## src/rtl/svc_rv_div_sched.sv

```systemverilog
// Arbitrates NREQ requesters onto one shared multi-cycle divider.
// Grants are round-robin, and each requester can cancel its own operation.
module svc_rv_div_sched #(
  parameter int XLEN = 32,
  parameter int NREQ = 2
) (
  input  logic                 clk,
  input  logic                 rst_n,
  input  logic [NREQ-1:0]      req_valid,
  output logic [NREQ-1:0]      req_ready,
  input  logic [NREQ*XLEN-1:0] req_rs1,
  input  logic [NREQ*XLEN-1:0] req_rs2,
  input  logic [NREQ*3-1:0]    req_op,
  input  logic [NREQ-1:0]      flush,
  output logic [NREQ-1:0]      resp_valid,
  input  logic [NREQ-1:0]      resp_ready,
  output logic [XLEN-1:0]      resp_result,
  output logic                 div_en,
  output logic [XLEN-1:0]      div_rs1,
  output logic [XLEN-1:0]      div_rs2,
  output logic [2:0]           div_op,
  input  logic                 div_busy,
  input  logic [XLEN-1:0]      div_result,
  output logic                 sched_busy
);

  localparam int IW = (NREQ > 1) ? $clog2(NREQ) : 1;

  typedef enum logic [2:0] {
    S_IDLE,
    S_ISSUE,
    S_WAIT,
    S_RESP,
    S_DRAIN
  } state_t;

  state_t          r_state;
  state_t          w_next;
  logic [IW-1:0]   r_last_grant;
  logic [IW-1:0]   r_owner;
  logic [IW-1:0]   w_win;
  logic            w_found;
  logic            w_grant;
  logic            w_owner_flush;
  logic            r_rst_dly;
  logic [NREQ-1:0] w_elig;
  logic [XLEN-1:0] r_rs1;
  logic [XLEN-1:0] r_rs2;
  logic [XLEN-1:0] r_result;
  logic [2:0]      r_op;

  // A requester cancelling in the same cycle it asks is not eligible.
  assign w_elig        = req_valid & ~flush;
  assign w_owner_flush = flush[r_owner];
  // No grant while reset is applied or on the first cycle after it.
  assign w_grant       = (r_state == S_IDLE) && w_found && rst_n && !r_rst_dly;

  // Round-robin search starting one past the last completed owner.
  always_comb begin
    // NOTE: every output of a combinational block gets a default first, so no latch is inferred.
    w_found = 1'b0;
    w_win   = '0;
    for (int k = 1; k <= NREQ; k++) begin
      if (!w_found && w_elig[(int'(r_last_grant) + k) % NREQ]) begin
        w_found = 1'b1;
        w_win   = IW'((int'(r_last_grant) + k) % NREQ);
      end
    end
  end

  always_ff @(posedge clk) begin
    // NOTE: clocked state uses non-blocking assignments so every register samples pre-edge values.
    if (!rst_n) r_state <= S_IDLE;
    else        r_state <= w_next;
  end

  always_comb begin
    w_next = r_state;
    case (r_state)
      S_IDLE:  if (w_grant) w_next = S_ISSUE;
      S_ISSUE: w_next = w_owner_flush ? S_DRAIN : S_WAIT;
      S_WAIT: begin
        if (w_owner_flush)  w_next = S_DRAIN;
        else if (!div_busy) w_next = S_RESP;
      end
      S_RESP:  if (w_owner_flush || resp_ready[r_owner]) w_next = S_IDLE;
      S_DRAIN: if (!div_busy) w_next = S_IDLE;
      default: w_next = S_IDLE;
    endcase
  end

  always_ff @(posedge clk) begin
    // NOTE: holding and result registers are ordinary flops, so they are cleared on reset like the FSM.
    if (!rst_n) begin
      r_last_grant <= IW'(NREQ - 1);
      r_owner      <= '0;
      r_rs1        <= '0;
      r_rs2        <= '0;
      r_op         <= '0;
      r_result     <= '0;
      r_rst_dly    <= 1'b1;
    end else begin
      r_rst_dly <= 1'b0;
      if (w_grant) begin
        r_owner <= w_win;
        r_rs1   <= req_rs1[w_win*XLEN +: XLEN];
        r_rs2   <= req_rs2[w_win*XLEN +: XLEN];
        r_op    <= req_op[w_win*3 +: 3];
      end
      if (r_state == S_WAIT && !w_owner_flush && !div_busy) r_result <= div_result;
      // Only a delivered response moves the round-robin pointer.
      if (r_state == S_RESP && !w_owner_flush && resp_ready[r_owner]) r_last_grant <= r_owner;
    end
  end

  always_comb begin
    req_ready   = '0;
    resp_valid  = '0;
    resp_result = '0;
    div_en      = 1'b0;
    div_rs1     = '0;
    div_rs2     = '0;
    div_op      = '0;
    sched_busy  = (r_state != S_IDLE);
    case (r_state)
      S_IDLE:  if (w_grant) req_ready[w_win] = 1'b1;
      S_ISSUE: begin
        div_en  = 1'b1;
        div_rs1 = r_rs1;
        div_rs2 = r_rs2;
        div_op  = r_op;
      end
      S_WAIT, S_DRAIN: begin
        div_rs1 = r_rs1;
        div_rs2 = r_rs2;
        div_op  = r_op;
      end
      S_RESP: begin
        resp_valid[r_owner] = 1'b1;
        resp_result         = r_result;
      end
      default: ;
    endcase
  end

endmodule

```

## config.mk

```make
export PLATFORM = sky130hd
export DESIGN_NAME = svc_rv_div_sched
export DESIGN_NICKNAME = d
export VERILOG_FILES = /design/src/rtl/svc_rv_div_sched.sv
export SDC_FILE = /design/constraint.sdc
export NUM_CORES = 1
export LEC_CHECK = 0
export CORE_ASPECT_RATIO = 1.75
export CORE_MARGIN = 1
export CORE_UTILIZATION = 35
export DETAILED_ROUTE_END_ITERATION = 8
export PLACE_DENSITY = 0.77
export SLEW_MARGIN = 15
export SYNTH_ARGS = -nofsm -noshare
export SYNTH_HDL_FRONTEND = slang
export SYNTH_SLANG_ARGS = --single-unit
export TNS_END_PERCENT = 30
```

## constraint.sdc

```tcl
create_clock -name clk -period 1.35 [get_ports clk]
set_input_delay 0.27 -clock clk [delete_from_list [all_inputs] [get_ports clk]]
set_output_delay 0.27 -clock clk [all_outputs]
set_load 0.03 [all_outputs]
```

# Word-level counts from Yosys, hierarchy flattened
# Index checks and enable logic that the tools add are counted.
# word_totals
register_bits,105
# classes
addsub,2
eq_ne,8
magnitude_cmp,6
shifts,3
mul,1
n_bitwise,4
mux,34
n_reduce_logical,19
# op_table
cell,count
indexed part select 64 x 7 -> 32 bit,2
2-to-1 mux 32 bit,3
2-to-1 mux 3 bit,7
2-to-1 mux 1 bit,18
one-hot mux 3 bit (5 select lines),1
logical AND 1 bit,10
== test 3 x 2 -> 1 bit (second input constant),2
less-than comparator 2 x 3 -> 1 bit (second input constant),2
2-to-1 mux 2 bit,3
!= test 2 bit (second input constant),3
indexed part select 6 x 4 -> 3 bit,1
logical NOT 1 bit,4
less-than comparator 1 x 2 -> 1 bit (second input constant),2
AND reduction 4 bit,1
== test 3 x 1 -> 1 bit (second input constant),1
== test 3 bit (second input constant),1
logical NOT 3 bit,1
multiplier 1 x 2 -> 3 bit (second input constant),1
!= test 3 bit (second input constant),1
nonzero test 3 bit,1
OR reduction 3 bit,1
adder 1 bit (second input constant),2
bitwise AND 1 bit (first input constant),2
bitwise AND 2 bit,1
other kinds (4),6

# Logic depth before layout (Yosys ltp)
# logic_depth
depth_word,15
ltp_mapped,8
mapped_depth_nobuf,4

# Least setup slack after synthesis
# OpenSTA, ideal clock, no wires.
# synth_timing
kind,register -> register
startpoint,reg r_state[2]
endpoint,reg r_owner
arrival_ns,2.020
stages_incl_launch_ff,6
path_slack_ns,-0.735
required_time_ns,1.285
cell_sequence,dfxtp_1 -> buf_6 -> nor3_4 -> inv_1 -> nor4_1 -> a31o_2
# synth_between
elab_chain_len,4
# synth_rtl
element,line_no,text
"start, declared",37,state_t r_state;
"start signal, assigned",74,else r_state <= w_next;
logical NOT 3 bit,56,assign w_grant = (r_state == S_IDLE) && w_found && rst_n && !r_rst_dly;
logical AND 1 bit (3 in series),56,
"end signal, assigned",105,r_owner <= w_win;
"end, declared",40,logic [IW-1:0] r_owner;
# Every way passes these cells.
# A chain may end at the register's enable or synchronous reset.

# Worst setup path in the final report
# layout_timing
startpoint,reg r_state[1]
endpoint,out div_rs1[27]
# layout_between
elab_chain_len,3
elab_cells_between_ends,5
classes_between,3 x eq/ne; 1 x mux; 1 x reduce/logical
# layout_rtl
element,line_no,text
"== test 3 x 2 -> 1 bit, or another cell as far along",125,case (r_state)
OR reduction 3 bit (no line) (*),--,
2-to-1 mux 32 bit (*),125,
"end, declared",19,"output logic [XLEN-1:0] div_rs1,"
# Every way passes the cells marked *; elsewhere a longest branch is shown, timed or not.

==> summary.txt <==
post-route ant nets: 0
Clock Path Buffers: 2
worst-path cell chain: xnor2_4, o21ai_4, buf_12, clkbuf_16, and2_2, buf_6
first-pass GRT wire length: 25100 um
hold buffers post-CTS: 0
share of cells above drive strength 1: 34.8%
initial drt markers: 156
post-route setup TNS: -63980 ps
most frequent cells in the layout: 171 x clkdlybuf4s50_1, 109 x buf_6, 101 x dfxtp_1
R2R depth: 7
mux contribution to synthesized area: 13.6%
row cnt: 57
Hold Path Class: primary input to flip-flop
simple-gate share of the synthesized area: 26.4%
DR DRC count: 0
Warnings, synthesis: 0
Critical Path End Type: output port
sequential area share after synthesis: 41.7%
routed wire length: 16800 um
Reg2Reg Launch Point: r_state[1]$_SDFFE_PN0P_
Syn Nets: 767
synthesized area: 5030 um2
crit path DAT: 1650 ps
Adder-Cell Fraction of Synth Area: 0%
data required time of the worst path: 1080 ps
CP top delay family: buffers and inverters
Avg WL per Cell: 15.8 um
Die ar.: 14900 um2
status: finished with violations
Seq cells post-synth: 105
total gr overflow: 0
Final min period: 1920 ps
max-cap violations: 0
CTS buffer count: 9
Max Clk Rate: 522 MHz
Cell variety after synth: 34
PnR worst setup slack: -567 ps
Relative slew margins: 75.6%
Clock transition at path regs: 70 ps
IO Count: 280
Static Leak: 3.99 nW
end of the worst hold path: r_state[1]$_SDFFE_PN0P_
clock sinks: 105
via count: 5240
fin nets: 1057
H-tree Lvls: 3
period utilization: 142%
Core Region: 14000 um2
largest family of logic cells by synthesized area: simple AND/OR/NAND/NOR gates
hold path cells: 4
worst hold slack: 389 ps
crit start category: flip-flop
TritonRoute pass-1 iters: 4
Vias/cell: 4.92
clock skew: 10.4 ps
die height: 161 um
CTS tree: built
buffer and inverter count on the worst path: 3
later-pin clock latency in the skew report: 350 ps
Hold Startpoint: rst_n
Post-Synth XOR/XNOR Area: 0.174%
RR Endpoint: r_rs1[5]$_SDFFE_PN0P_
slack of the worst reg-to-reg path: -180 ps
clock root buffer: clkbuf_16
gpl congestion: 0.772
CP Class: flip-flop to output port
Peak supply drop: 0.000492 V
Worst Path Max Fanout: 12
final core occ: 65.9%
initial core utilization: 36.0%
vias in the first global route: 5178
final setup violation count: 207
Hold Violations, Final: 0
port bufs: 279
DPL Wire Length: 11800 um
antenna violations before repair: 1
Mapped Cells: 592
worst slew pin tran: 362 ps
commonest non-fill, non-tap cell in the layout: clkdlybuf4s50_1
Avg Inst Size Synth: 8.50 um2
slowest stage delay, CP: 380 ps
power density cells: 797 nW/um2
Critical-path top delay cell: dfxtp_4
largest net degree at the start of global routing: 40
GRT Total Usage: 21.5%
Chip Width: 92.7 um
RSZ-0062 raised after global routing: true
complex-gate fraction of the synthesized area: 11.3%
failing checks: setup timing
max-slew violations: 0
Layout area overhead: 82.9%
==> report_power, final <==
part | internal [W] | switching (W)
clock network | 0.00146 | 0.00122
registers | 0.00323 | 0.0000752
logic | 0.000834 | 0.000531
==> metal layers <==
metal / GRT usage [%] / part of all wire (%)
met5: 0 / 0
met4: 9.86 / 3.9
met3: 4.78 / 5.3
met2: 41.1 / 56
met1: 21.6 / 35
==> cell families after synthesis <==
family                 count (synthesis)
flip-flops                           105
AO/OA/AOI/OAI                        110
XOR/XNOR                               1
multiplexers                          68
buffers and inverters                 57
AND/OR/NAND/NOR                      251
==> through the flow <==
step / worst slack (ps) / power (W) / cell area, um2 / instances
6_report: -567 / 0.00734 / 9210 / 1065
5_1_grt: -635 / 0.00766 / 9210 / 1065
4_1_cts: -588 / 0.00735 / 8880 / 1060
3_5_place_dp: -528 / 0.00460 / 8110 / 1039
3_3_place_gp: -496 / 0.00458 / 8110 / 1039
2_1_floorplan: -201 / 0.00387 / 5290 / 592
==> synth_stat cells, drive strengths merged <==
| cell type | count | area share (%) |
|---|---|---|
| nor3 | 2 | 0.42 |
| a31oi | 2 | 0.25 |
| nand3b | 1 | 0.15 |
| inv | 4 | 0.30 |
| nor4 | 1 | 0.12 |
| a21o | 1 | 0.15 |
| and3b | 1 | 0.17 |
| o21ai | 70 | 7.0 |
| o2111ai | 1 | 0.17 |
| nand4b | 1 | 0.17 |
| buf | 36 | 5.2 |
| a21oi | 34 | 3.4 |
| or4b | 1 | 0.20 |
| xnor2 | 1 | 0.17 |
| nand3 | 68 | 6.8 |
| and2 | 100 | 12 |
| a31o | 1 | 0.17 |
| nor2 | 3 | 0.22 |
| o21a | 1 | 0.15 |
| clkbuf | 17 | 1.3 |
| mux2i | 68 | 14 |
| nand2 | 68 | 5.1 |
| and4b | 1 | 0.20 |
| dfxtp | 105 | 42 |
| nor2b | 3 | 0.37 |
| nor3b | 1 | 0.15 |
==> layout make-up <==
type	count	area, um2
Multi-Input combinational cell	430	3030
Clock inverter	7	75.1
Timing Repair Buffer	332	3530
Fill cell	1154	4770
Sequential cell	105	2110
Antenna cell	1	2.50
Tap cell	177	221
Inverter	4	15.0
Clock buffer	9	225
==> state kept, by name, summed over array words and instances (netlist names) <==
register / cells
r_last_grant: 1
r_result: 32
r_op: 3
r_owner: 1
r_rst_dly: 1
r_rs1: 32
r_rs2: 32
r_state: 3
==> tightest hold or removal path, stage by stage <==
cell	delay, ps
buf_2	150
inv_2	110
or4b_1	120
a31oi_1	40
==> worst max-delay path by stage <==
stage / from / to / slack, ps / cells past startpoint
6_report: r_state[1]$_SDFFE_PN0P_ / div_rs1[27] / -570 / 6
3_3_place_gp: flush[0] / r_rs2[11]$_SDFFE_PN0P_ / -500 / 6
4_1_cts: r_state[0]$_SDFFE_PN0P_ / div_rs2[1] / -590 / 7
3_5_place_dp: flush[0] / r_rs2[3]$_SDFFE_PN0P_ / -530 / 6
5_1_grt: r_state[1]$_SDFFE_PN0P_ / div_rs1[24] / -630 / 6
2_1_floorplan: r_state[2]$_SDFFE_PN0P_ / req_ready[1] / -200 / 4
==> repair_timing <==
action / 4_1_cts / 5_1_grt
setup endpoints to repair: 208 / 208
pin swaps: 7 / 14
hold endpoints to repair: 0 / 0
gates cloned: 2 / 4
gates resized for setup: 120 / 83
setup buffers: 3 / 0
(Power assumes the default switching activity.)
==> patch 1 (same flow settings) <==
`XLEN`: 32 -> 16.
--- a/src/rtl/svc_rv_div_sched.sv
+++ b/src/rtl/svc_rv_div_sched.sv
@@ -1,7 +1,7 @@
 // Arbitrates NREQ requesters onto one shared multi-cycle divider.
 // Grants are round-robin, and each requester can cancel its own operation.
 module svc_rv_div_sched #(
-  parameter int XLEN = 32,
+  parameter int XLEN = 16,
   parameter int NREQ = 2
 ) (
   input  logic                 clk,
Interface: changed (6 resized); port bits go from 280 to 152. No check against the original RTL was run, so the function may have changed too.
==> patch 1 against the original RTL <==
  * The flow still finishes with violations (negative setup slack)
  * Sequential power is 45% lower
  * Design area is 41% lower
  * Wire length is 50% lower
  * Core utilization is 3.9 points lower
  * Sequential cell count is 48 lower
  * Worst setup slack worse by 0.0050 ns
  * Synthesized cell count is 47% lower
  * Synthesized area is 37% lower
  * Global-route usage is 2.6 points lower
  * Die area is 37% lower
  * Power is 33% lower
  * Non-clock buffer count is 151 lower
  * First-iteration DRC count is 53% lower
  * Clock skew is 0.0036 ns lower
  * Largest cell class is now multi-input combinational cells
  * Largest power group is now clock
==> patch 1: results (changes against the original RTL) <==
Vias post-DR -> 2,882 (-45%)
Placer Congestion -> 0.8458 (+9.5%)
Sinks on Clock Net -> 57 (-46%)
HP Class -> flip-flop to flip-flop
Status -> finished with violations
Pin count of the biggest net entering global routing -> 36 (-10%)
Register area share after synthesis -> 0.3613 (-0.05616)
Final Setup Violations -> 94 (-55%)
Hold Path End -> r_rs2[7]$_SDFFE_PN0P_
Hold path depth -> 2 (-2)
Post-route worst setup slack -> -0.5723 ns (-0.004993 ns)
Drt total wl -> 8.441 mm (-50%)
Skew final -> 0.006779 ns (-0.003617 ns)
Latest clock arrival within the worst-skew pair -> 0.32 ns (-0.03 ns)
Post-DP HPWL -> 6.386 mm (-46%)
Crit-path max cell delay -> 0.36 ns (-0.02 ns)
Worst Reg2Reg Path Length in Cells -> 6 (-1)
Max IR drop VDD -> 673.6 µV (+37%)
Multi-input logic portion of the cell area -> 0.3533 (+0.02431)
Reg-to-reg slack, setup -> -0.38 ns (-0.20 ns)
Vias in the first global route -> 3,073 (-41%)
Top Registers -> r_result (16), r_rs1 (16), r_rs2 (16)
Syn nets -> 408 (-47%)
Multi-input logic cell count -> 228 (-47%)
Reg area -> 0.001150 mm² (-46%)
Failing checks -> negative setup slack
Number of DRC markers in iteration 0 -> 73 (-53%)
Non-clk bufs -> 181 (-45%)
Clk_buf instances -> 10 (+1)
Placed cells -> 583 (-44%)
CP max stage cell -> dfxtp_2
Crit path max fanout -> 35 (+23)
First-pass GRT wire length -> 13.67 mm (-46%)
Dominant cells by area after synthesis -> dfxtp_1 (36%), mux2i_1 (17%), nand3_2 (11%), and2_1 (10%), o21ai_2 (9.7%)
Placed Instance Area -> 0.004827 mm² (-41%)
Inverters -> 2 (-2)
Post-Layout Cell Count -> 601 (-44%)
Internal -> 3.824 mW (-31%)
Clk slew on worst S/H paths -> 0.05 ns (-0.02 ns)
Worst-Margin Slew -> 0.4005 ns (+0.03832 ns)
Non-clk buf share -> 0.3482 (-0.03486)
GRT Total Usage -> 0.1895 (-0.02576)
Initial antenna violation count -> 0 (-1)
Number of port buffers -> 151 (-46%)
patch 1: cell count changes in the layout (fill, tap and decap cells not counted), moves of 30 or more:
cell and change:
and2_4 -66, nand3_1 -57, o21ai_0 -36, buf_6 -62, clkdlybuf4s50_1 -80, o21ai_2 +34, nand2_1 -64, dfxtp_1 -47
o21ai_1 -30
patch 1: power by group through the flow:
| stage | clock network, mW | logic [mW] | registers (mW) |
|---|---|---|---|
| after floorplan | 0 | 0.372 | 1.82 |
| after global placement | 0 | 0.767 | 1.83 |
| after detailed placement | 0 | 0.781 | 1.83 |
| after CTS | 2.41 | 0.799 | 1.80 |
| after global routing | 2.50 | 0.855 | 1.81 |
| final | 2.35 | 0.797 | 1.80 |
patch 1: layer usage:
metal	track usage	wire length [µm]	share of wire	vias to the layer above
met2	0.3594	4643	0.55	112
li1	-	-	-	1423
met5	0	0	0	-
met4	0.07127	176	0.021	0
met1	0.1716	2878	0.34	1330
met3	0.07862	742	0.088	17
patch 1: cell families after synthesis:
kind of cell    count (synthesis)  synth area share
flops                          57            0.3613
buf+inv                        28           0.06022
simple gates                  126            0.2777
xor+xnor                        1          0.002774
mux                            54            0.1716
compound gates                 47            0.1264
patch 1: repair_timing:
action | CTS | global route
setup endpoints to repair | 110 | 111
pin swaps | 7 | 8
setup buffers | 2 | 0
gates resized for setup | 60 | 16
patch 1: worst max-delay path by stage:
stage                            startpoint           end  slack (ns)
floorplan           r_state[1]$_SDFFE_PN0P_  req_ready[0]       -0.54
global placement                   flush[0]  req_ready[1]       -0.54
detailed placement                 flush[0]  req_ready[1]       -0.58
CTS                 r_state[1]$_SDFFE_PN0P_  req_ready[0]       -0.61
global route        r_state[1]$_SDFFE_PN0P_    div_rs2[4]       -0.64
finish              r_state[1]$_SDFFE_PN0P_    div_rs2[7]       -0.57
==> patch 2 (config.mk and constraints unchanged) <==
Made on the original files. Register the inputs `div_busy` and `div_result` before use. The logic sees them one clock later. The other inputs are not delayed to match.
--- a/src/rtl/svc_rv_div_sched.sv
+++ b/src/rtl/svc_rv_div_sched.sv
@@ -33,6 +33,14 @@
     S_RESP,
     S_DRAIN
   } state_t;
+
+  logic div_busy_q;
+  logic [XLEN-1:0] div_result_q;
+
+  always_ff @(posedge clk) begin
+    div_busy_q   <= div_busy;
+    div_result_q <= div_result;
+  end
 
   state_t          r_state;
   state_t          w_next;
@@ -81,10 +89,10 @@
       S_ISSUE: w_next = w_owner_flush ? S_DRAIN : S_WAIT;
       S_WAIT: begin
         if (w_owner_flush)  w_next = S_DRAIN;
-        else if (!div_busy) w_next = S_RESP;
+        else if (!div_busy_q) w_next = S_RESP;
       end
       S_RESP:  if (w_owner_flush || resp_ready[r_owner]) w_next = S_IDLE;
-      S_DRAIN: if (!div_busy) w_next = S_IDLE;
+      S_DRAIN: if (!div_busy_q) w_next = S_IDLE;
       default: w_next = S_IDLE;
     endcase
   end
@@ -107,7 +115,7 @@
         r_rs2   <= req_rs2[w_win*XLEN +: XLEN];
         r_op    <= req_op[w_win*3 +: 3];
       end
-      if (r_state == S_WAIT && !w_owner_flush && !div_busy) r_result <= div_result;
+      if (r_state == S_WAIT && !w_owner_flush && !div_busy_q) r_result <= div_result_q;
       // Only a delivered response moves the round-robin pointer.
       if (r_state == S_RESP && !w_owner_flush && resp_ready[r_owner]) r_last_grant <= r_owner;
     end
Function: same outputs for any inputs over 4 cycles, from zero or initial values and one cycle with rst_n low; that may be too few to reach the edited logic, so the function may still have changed.
==> patch 2 against the original RTL <==
  * Critical path type unchanged
  * Design area is 6.8% higher
  * Wire length is 3.7% higher
  * The flow finishes with violations (design-rule violations, negative setup slack)
  * Worst setup slack worse by 0.068 ns
  * Critical endpoint is now req_ready[0]
  * Via count is 5.5% higher
  * Sequential cell count is 33 higher
  * Synthesized area is 13% higher
  * Synthesized cell count is 8.6% higher
  * Final cell count is 5.6% higher
  * Count of clock-buffer cells in the layout is 9 higher
  * Register-to-register slack worse by 0.25 ns
  * Maximum frequency is 3.4% lower
Power is not compared: it rests on default switching activity, and its combinational part moved more than twofold at a synthesized area within 25%.
==> patch 2: results (changes against the original RTL) <==
Final Setup Violations -> 207 (unchanged)
Post-DP HPWL -> 12.47 mm (+5.7%)
GRT Total Usage -> 0.2019 (-0.01341)
Inserted Clock Buffers -> 17 (+8)
Failing checks -> design-rule violations, negative setup slack
Top FF cell, synth -> dfxtp_1
Placed Instance Area -> 0.008748 mm² (+7.8%)
Synth cell count leaders -> dfxtp_1 (138), nand2_1 (70), nand3_1 (69), mux2i_1 (68), and2_1 (67)
Internal -> 9.320 mW
# diodes -> 0 (-1)
Post-synthesis cell type count -> 32 (-5.9%)
Reg-to-reg endpoint -> r_rs2[9]$_SDFFE_PN0P_
Clock Path Buffers -> 2 (unchanged)
Pin count of the biggest net entering global routing -> 71 (+78%)
Number of H-tree levels -> 4 (+1)
Post-route worst setup slack -> -0.6350 ns (-0.06768 ns)
Vias in the first global route -> 5,482 (+5.9%)
Setup crit start -> r_state[0]$_SDFFE_PN0P_
Register area share after synthesis -> 0.4847 (+0.06725)
Worst-Margin Slew -> 0.3350 ns (-0.02716 ns)
Hold WS -> 0.3004 ns (-0.08887 ns)
Worst Reg2Reg Path Length in Cells -> 6 (-1)
Status -> finished with violations
Skew final -> 0.009922 ns (-0.0004738 ns)
Vias/cell -> 4.914 (-0.13%)
Layout cell share with drive strength beyond 1 -> 0.2489 (-0.09943)
Dominant cells by area after synthesis -> dfxtp_1 (48%), mux2i_1 (12%), and2_1 (7.4%), nand3_1 (6.1%), nand2_1 (4.6%)
Crit path max fanout -> 4 (-8)
Syn nets -> 818 (+6.6%)
DRT Pass-1 Iters -> 6 (+2)
Final net count -> 1,098 (+3.9%)
Reg2reg start -> r_state[0]$_SDFFE_PN0P_
WP data arrival -> 1.72 ns (+0.07 ns)
DP Worst Slack -> -0.5998 ns (-0.07144 ns)
DRC errors left -> 24 (+24)
Reg-to-reg slack, setup -> -0.43 ns (-0.25 ns)
Placer Congestion -> 0.7503 (-2.8%)
Number of DRC markers in iteration 0 -> 163 (+4.5%)
Drt total wl -> 17.45 mm (+3.7%)
Crit path to -> req_ready[0]
Lkg Pwr -> 4.352 nW
Latest clock arrival within the worst-skew pair -> 0.41 ns (+0.06 ns)
-- patch 2: cell count changes after synthesis, sizes merged, moves of 13 or more --
cell / change
clkbuf: +19
and3: +35
and2: -33
dfxtp: +33
buf: -13
-- patch 2: worst min-delay path by stage --
stage                                   startpoint                         to  cells past startpoint
after CTS                           div_result[15]   div_result_q[15]$_DFF_P_                      1
after floorplan                           div_busy         div_busy_q$_DFF_P_                      0
final                                div_result[5]    div_result_q[5]$_DFF_P_                      1
after detailed placement  div_result_q[18]$_DFF_P_  r_result[18]$_SDFFE_PN0P_                      2
after global routing                div_result[15]   div_result_q[15]$_DFF_P_                      1
after global placement     div_result_q[9]$_DFF_P_   r_result[9]$_SDFFE_PN0P_                      2
-- patch 2: final cells by class --
class | instances | area, µm²
multi-input cells | 445 | 2844
inverters | 1 | 3.754
clock inverters | 14 | 210.2
clock buffers | 18 | 429.2
well taps | 189 | 236.5
fillers | 1340 | 6042
flip-flops and latches | 138 | 2768
repair buffers | 320 | 3342
-- patch 2: per-stage QoR --
| stage | power (mW) | TNS [ns] | instances |
|---|---|---|---|
| after global routing | 13.79 | -103.97 | 1125 |
| after detailed placement | 8.048 | -76.35 | 1091 |
| final | 13.22 | -89.24 | 1125 |
| after global placement | 8.007 | -72.22 | 1091 |
| after floorplan | 6.547 | -52.23 | 643 |
| after CTS | 13.20 | -98.65 | 1125 |
-- patch 2: timing repair --
item / 4_1_cts / 5_1_grt
pin swaps: 3 / 5
resized for setup: 40 / 76
setup buffers: 2 / 0
hold buffers: 0 / 0
setup endpoints to repair: 209 / 209
-- patch 2: worst max-delay path: stages, from the launching register on --
cell and delay, ns:
dfxtp_2 0.34, or3_4 0.39, a211o_4 0.32, a21oi_4 0.12, buf_6 0.14
-- patch 2: cell families after synthesis --
family	after synthesis	share of synthesized area
AOI/OAI and AO/OA	110	0.1010
DFF	138	0.4847
and+or+nand+nor	265	0.2430
xor gates and xnor gates	1	0.001537
buffers and inverters	60	0.04830
muxes	69	0.1214
-- patch 2: power by group through the flow --
stage,Combinational (mW),Sequential (mW),Clock [mW]
floorplan,1.95,4.60,0
global placement,3.37,4.64,0
detailed placement,3.40,4.65,0
CTS,3.44,4.57,5.20
global route,3.83,4.61,5.35
finish,3.56,4.57,5.08
-- patch 2: routing by layer --
layer | wire length, µm | GRT usage | up-vias
met3 | 1147 | 0.05678 | 29
met4 | 435 | 0.08371 | 2
li1 | - | - | 2766
met5 | 11 | 0 | -
met1 | 6340 | 0.1943 | 2548
met2 | 9514 | 0.3956 | 183
